<file path="src/rtl/ngs_pkg.sv">
// Shared types and constants for the NGS Z80-side memory pager.
package ngs_pkg;

   typedef logic [7:0] page_t;

   localparam logic [7:0] PORT_MPAG_DEF   = 8'h00;
   localparam logic [7:0] PORT_MPAGEX_DEF = 8'h10;
   localparam logic [7:0] PORT_CFG_DEF    = 8'h0F;

   localparam int CFG_EXPAG = 0;
   localparam int CFG_RAM0  = 1;

   // Result of window decode: ROM pages use page[4:0] only.
   typedef struct packed {
      logic  is_rom;
      page_t page;
   } map_t;

endpackage

</file>
<file path="src/rtl/ngs_page_regs.sv">
// Page/config registers loaded by Z80 I/O writes; outputs read as zero while rst is high.
module ngs_page_regs
   import ngs_pkg::*;
#(
   parameter logic [7:0] PORT_MPAG   = PORT_MPAG_DEF,
   parameter logic [7:0] PORT_MPAGEX = PORT_MPAGEX_DEF,
   parameter logic [7:0] PORT_CFG    = PORT_CFG_DEF
) (
   input  logic       clk,
   input  logic       rst,
   input  logic [7:0] a_lo_i,
   input  logic [7:0] d_i,
   input  logic       iorq_n_i,
   input  logic       wr_n_i,
   input  logic       m1_n_i,
   output page_t      mpag_o,
   output page_t      mpagex_o,
   output page_t      cfg_o
);

   page_t mpag_q, mpag_d;
   page_t mpagex_q, mpagex_d;
   page_t cfg_q, cfg_d;
   logic  io_wr;

   assign io_wr = !iorq_n_i && !wr_n_i && m1_n_i;

   always_comb begin
      mpag_d   = mpag_q;
      mpagex_d = mpagex_q;
      cfg_d    = cfg_q;
      if (io_wr) begin
         if (a_lo_i == PORT_MPAG)   mpag_d   = d_i;
         if (a_lo_i == PORT_MPAGEX) mpagex_d = d_i;
         if (a_lo_i == PORT_CFG)    cfg_d    = d_i;
      end
   end

   always_ff @(posedge clk) begin
      if (rst) begin
         mpag_q   <= '0;
         mpagex_q <= '0;
         cfg_q    <= '0;
      end else begin
         mpag_q   <= mpag_d;
         mpagex_q <= mpagex_d;
         cfg_q    <= cfg_d;
      end
   end

   // Masking lets an in-flight memory cycle see cleared registers before the reset edge.
   assign mpag_o   = rst ? '0 : mpag_q;
   assign mpagex_o = rst ? '0 : mpagex_q;
   assign cfg_o    = rst ? '0 : cfg_q;

endmodule

</file>
<file path="src/rtl/ngs_mem_pager.sv">
// Z80 memory pager: window decode to ROM/RAM chip selects, strobes and high address lines.
module ngs_mem_pager
   import ngs_pkg::*;
#(
   parameter logic [7:0] PORT_MPAG   = PORT_MPAG_DEF,
   parameter logic [7:0] PORT_MPAGEX = PORT_MPAGEX_DEF,
   parameter logic [7:0] PORT_CFG    = PORT_CFG_DEF
) (
   input  logic        clk,
   input  logic        rst,
   input  logic [15:0] a,
   input  logic [7:0]  d,
   input  logic        mreq_n,
   input  logic        iorq_n,
   input  logic        rd_n,
   input  logic        wr_n,
   input  logic        m1_n,
   output logic        mema14,
   output logic        mema15,
   output logic        mema16,
   output logic        mema17,
   output logic        mema18,
   output logic        mema21,
   output logic        ram0cs_n,
   output logic        ram1cs_n,
   output logic        ram2cs_n,
   output logic        ram3cs_n,
   output logic        romcs_n,
   output logic        memoe_n,
   output logic        memwe_n
);

   page_t      mpag, mpagex, cfg;
   map_t       map;
   logic       cyc;
   logic       expag;
   logic [3:0] ram_sel;

   ngs_page_regs #(
      .PORT_MPAG   (PORT_MPAG),
      .PORT_MPAGEX (PORT_MPAGEX),
      .PORT_CFG    (PORT_CFG)
   ) u_regs (
      .clk      (clk),
      .rst      (rst),
      .a_lo_i   (a[7:0]),
      .d_i      (d),
      .iorq_n_i (iorq_n),
      .wr_n_i   (wr_n),
      .m1_n_i   (m1_n),
      .mpag_o   (mpag),
      .mpagex_o (mpagex),
      .cfg_o    (cfg)
   );

   assign expag = cfg[CFG_EXPAG];

   always_comb begin
      map.is_rom = 1'b0;
      map.page   = '0;
      case (a[15:14])
         2'd0: begin
            map.is_rom = !cfg[CFG_RAM0];
            map.page   = 8'h00;
         end
         2'd1: map.page = 8'h01;
         default: begin
            if (expag) begin
               map.page = a[14] ? mpagex : mpag;
            end else if (mpag[7]) begin
               map.is_rom = 1'b1;
               map.page   = {3'b000, mpag[3:0], a[14]};
            end else begin
               map.page   = {mpag[6:0], a[14]};
            end
         end
      endcase
   end

   assign cyc = !mreq_n && (!rd_n || !wr_n);

   always_comb begin
      ram_sel = 4'b0000;
      if (cyc && !map.is_rom) ram_sel[map.page[7:6]] = 1'b1;
   end

   assign {mema18, mema17, mema16, mema15, mema14} = map.page[4:0];
   assign mema21 = !map.is_rom && map.page[5];

   assign ram0cs_n = !ram_sel[0];
   assign ram1cs_n = !ram_sel[1];
   assign ram2cs_n = !ram_sel[2];
   assign ram3cs_n = !ram_sel[3];
   // ROM is write-protected: a write cycle never selects it.
   assign romcs_n  = !(cyc && map.is_rom && wr_n);

   assign memoe_n = mreq_n | rd_n;
   assign memwe_n = mreq_n | wr_n;

endmodule

</file>
<file path="config.mk">
export PLATFORM = sky130hd
export DESIGN_NAME = ngs_mem_pager
export DESIGN_NICKNAME = d
export VERILOG_FILES = /design/src/rtl/ngs_pkg.sv /design/src/rtl/ngs_page_regs.sv /design/src/rtl/ngs_mem_pager.sv
export SDC_FILE = /design/constraint.sdc
export NUM_CORES = 1
export LEC_CHECK = 0
export ABC_AREA = 1
export CAP_MARGIN = 20
export CORE_ASPECT_RATIO = 0.75
export CORE_MARGIN = 1
export CORE_UTILIZATION = 35
export CTS_CLUSTER_SIZE = 16
export DETAILED_ROUTE_END_ITERATION = 8
export PLACE_DENSITY = 0.74
export SLEW_MARGIN = 10
export SYNTH_ARGS = -nofsm -noshare
export SYNTH_HDL_FRONTEND = slang
export SYNTH_SLANG_ARGS = --single-unit
export TNS_END_PERCENT = 10
</file>
<file path="constraint.sdc">
create_clock -name clk -period 2.52 [get_ports clk]
set_input_delay 0.378 -clock clk [delete_from_list [all_inputs] [get_ports clk]]
set_output_delay 0.378 -clock clk [all_outputs]
set_load 0.05 [all_outputs]
</file>
==> impl_metrics.py <==
metrics = {
    "sta": {
        "max_freq_ghz": 0.4341,
        "timing_hold_violations_final": 0,
        "rsz0062_at_grt": "no",
        "setup_slack_ps": 216.4,
        "skew_ps": 0,
        "slew_headroom_pct": 57.45,
        "setup_viol": 0,
        "tns_ps": 0,
        "finalCritPeriodShare_pct": 91.41,
        "max_slew.worst_pin.slew_ps": 636.8,
        "drv_slew": 0,
        "min_period_ps": 2304,
    },
    "synthesis": {
        "synth.distinct_cells": 20,
        "synth-edff-count": 0,
        "synth_top_family_by_area": "simple AND/OR/NAND/NOR gates",
        "synth_compound_area_share_pct": 15.76,
        "synth_seq_cells": 18,
        "syn_inst": 203,
        "synthAdderAreaFrac_pct": 0,
        "async_flop_share_pct": 0,
        "synthMuxAreaShare_pct": 0,
        "syn_area_per_cell_um2": 6.139,
        "synth_nets": 234,
        "synth-simple-area-share_pct": 41.27,
        "synth-seq-area-share_pct": 28.92,
        "synth_area_um2": 1246,
        "synth-main-ff-cell": "dfxtp_1",
        "synthXorXnorAreaFrac_pct": 0,
        "ys_warn_count": 0,
    },
    "setup_path": {
        "worst-r2r-setup-slack_ps": 1820,
        "cpMostUsedCell": "nor2_1",
        "reg2reg_depth": 2,
        "r2r-start": "u_regs.mpag_q[7]",
        "crit_arrival_ps": 1930,
        "crit_fanout": 15,
        "cp_slowest_cell": "clkdlybuf4s50_1",
        "end_kind": "output pin",
        "cp_slowest_stage_delay_ps": 470,
        "startpoint_type": "primary input",
        "cp.required_ps": 2140,
        "worstSetupStartpoint": "rst",
        "timing.rr.end": "u_regs.mpag_q[7]",
        "crit_chain": "clkdlybuf4s50_1 > inv_2 > nand2_2 > nor2_4 > nor2_1 > nor2_1 > nand3_1 > buf_12",
        "crit_type": "primary input to output pin",
    },
    "layout": {
        "layoutNonFillerInstCount": 275,
        "fin_nets": 267,
        "diodes": 0,
        "drive_above_1_share_pct": 12.34,
        "final_cell_area_um2": 1738,
        "area_growth_pct": 39.46,
    },
    "worst_hold_path": {
        "hold_class": "register to register",
        "hold_start": "u_regs.mpag_q[4]",
        "min_to": "u_regs.mpag_q[4]",
        "holdPathStages": 2,
    },
    "place": {
        "dpl_cell_area_um2": 1683,
        "portBuffers": 37,
        "routabilityCongestion": 0.8451,
        "hpwlAfterDp_mm": 2.338,
        "dp.cells": 271,
        "dp_slack_ps": 211.9,
    },
    "clock_tree": {
        "cts_buffer_depth": 2,
        "cts_sinks": 18,
        "cts_resized": 0,
        "cts-htree-levels": 1,
        "cts_made_buffers": 3,
        "hold_buffers": 0,
        "cts-root-buf": "clkbuf_8",
        "clkSlewWorstSetupHoldPaths_ps": 60,
        "cts_tree": "yes",
        "clk-insertion-delay-late_ps": 260,
        "postCtsSetupRepairBufs": 0,
    },
    "global_route": {
        "track_usage_pct": 17.67,
        "grt_start_max_net_pins": 33,
        "grt.overflow.total": 0,
        "grt_pass1_vias": 1145,
        "antenna_found_initial": 0,
        "grt_pass1_wl_mm": 5.264,
    },
    "floorplan": {
        "die_w_um": 70.90,
        "die_area_um2": 3806,
        "ioPinCount": 44,
        "row_count": 18,
        "initial_core_util_pct": 37.39,
        "die_h_um": 53.68,
        "coreArea_um2": 3333,
    },
    "power_and_ir_drop": {
        "power_leakage_nw": 0.7042,
        "total_power_mw": 0.6434,
        "power_density_nw_per_um2": 370.2,
        "ir_worst_vdd_uv": 164.5,
    },
    "run": {
        "cap_violations": 0,
    },
    "route": {
        "drt_wl_total_mm": 3.122,
        "drc": 0,
        "num_vias": 1357,
        "wl_per_cell_um": 11.35,
        "drtAntennaViolNets": 0,
        "viasPerCell": 4.935,
        "drtPass1Iterations": 6,
        "drtIter0Drc": 83,
    },
    "run_status": {
        "status": "completed",
    },
}
layout make-up:
type	count	area [um2]
multi-input cells	154	710.7
inverters	19	71.32
fillers	339	1595
clock buffers	4	55.05
flip-flops and latches	18	360.3
repair buffers	40	490.5
well taps	40	50.05
per-layer routing:
metal / vias up / track usage (%) / part of all wire, %
met4: 0 / 4.000 / 0.54
met2: 43 / 26.76 / 40
li1: 726 / - / -
met1: 586 / 25.62 / 54
met3: 2 / 3.933 / 5.6
met5: - / 0 / 0
worst max path at each step:
stage	to	cells after the start
after floorplan	mema14	5
after global placement	ram1cs_n	8
after detailed placement	ram1cs_n	8
after CTS	ram1cs_n	8
after global routing	ram1cs_n	8
final	ram1cs_n	8
placed cells by master, fill, tap and decap left out:
cell type and n:
buf_4 4, nand3_1 34, dfxtp_1 18, o21ai_1 1, buf_12 10, a21oi_1 27
a21oi_2 1, clkbuf_8 4, o21ai_0 2, nor2_4 2, nand2_1 39, a22oi_1 1
nor3_1 1, nor2_2 2, inv_2 4, o211ai_1 4, nor2_1 37, inv_1 15
clkdlybuf4s50_1 26, and2_1 1, nand2_2 2
report_power, final:
group          total, mW  switching (mW)  internal (mW)
combinational      0.120          0.0624         0.0577
clock              0.239          0.0997          0.139
sequential         0.285        0.000161          0.284
total              0.643           0.162          0.481
through the flow:
step	utilization [%]	hold WS, ps
final	52.14	487.9
after global placement	50.49	460.9
after detailed placement	50.49	472.4
after floorplan	-	451.4
after CTS	52.14	490.1
after global routing	52.14	508.2
cell usage after synthesis, types with 4 or more instances:
cell       n  area share [%]
a21oi_1   27              11
buf_4      5             3.0
buf_6      5             4.5
dfxtp_1   18              29
inv_1     15             4.5
inv_2      4             1.2
nand2_1   39              12
nand3_1   34              14
nor2_1    37              11
o211ai_1   4             2.4
critical path: cells and delay by family:
| family | cells | cell delay [ps] |
|---|---|---|
| AND/OR/NAND/NOR | 5 | 660 |
| buffers and inverters | 3 | 890 |
sequential cells by signal (all words and copies together) (netlist names):
name / flops
u_regs.mpag_q: 8
u_regs.cfg_q: 2
u_regs.mpagex_q: 8
logic make-up (layout without fill, tap and decap cells):
family,count (synthesis),in the layout
AOI/OAI and AO/OA,36,36
buffers and inverters,31,63
DFF,18,18
and+or+nand+nor,118,118
(Power assumes the default switching activity.)
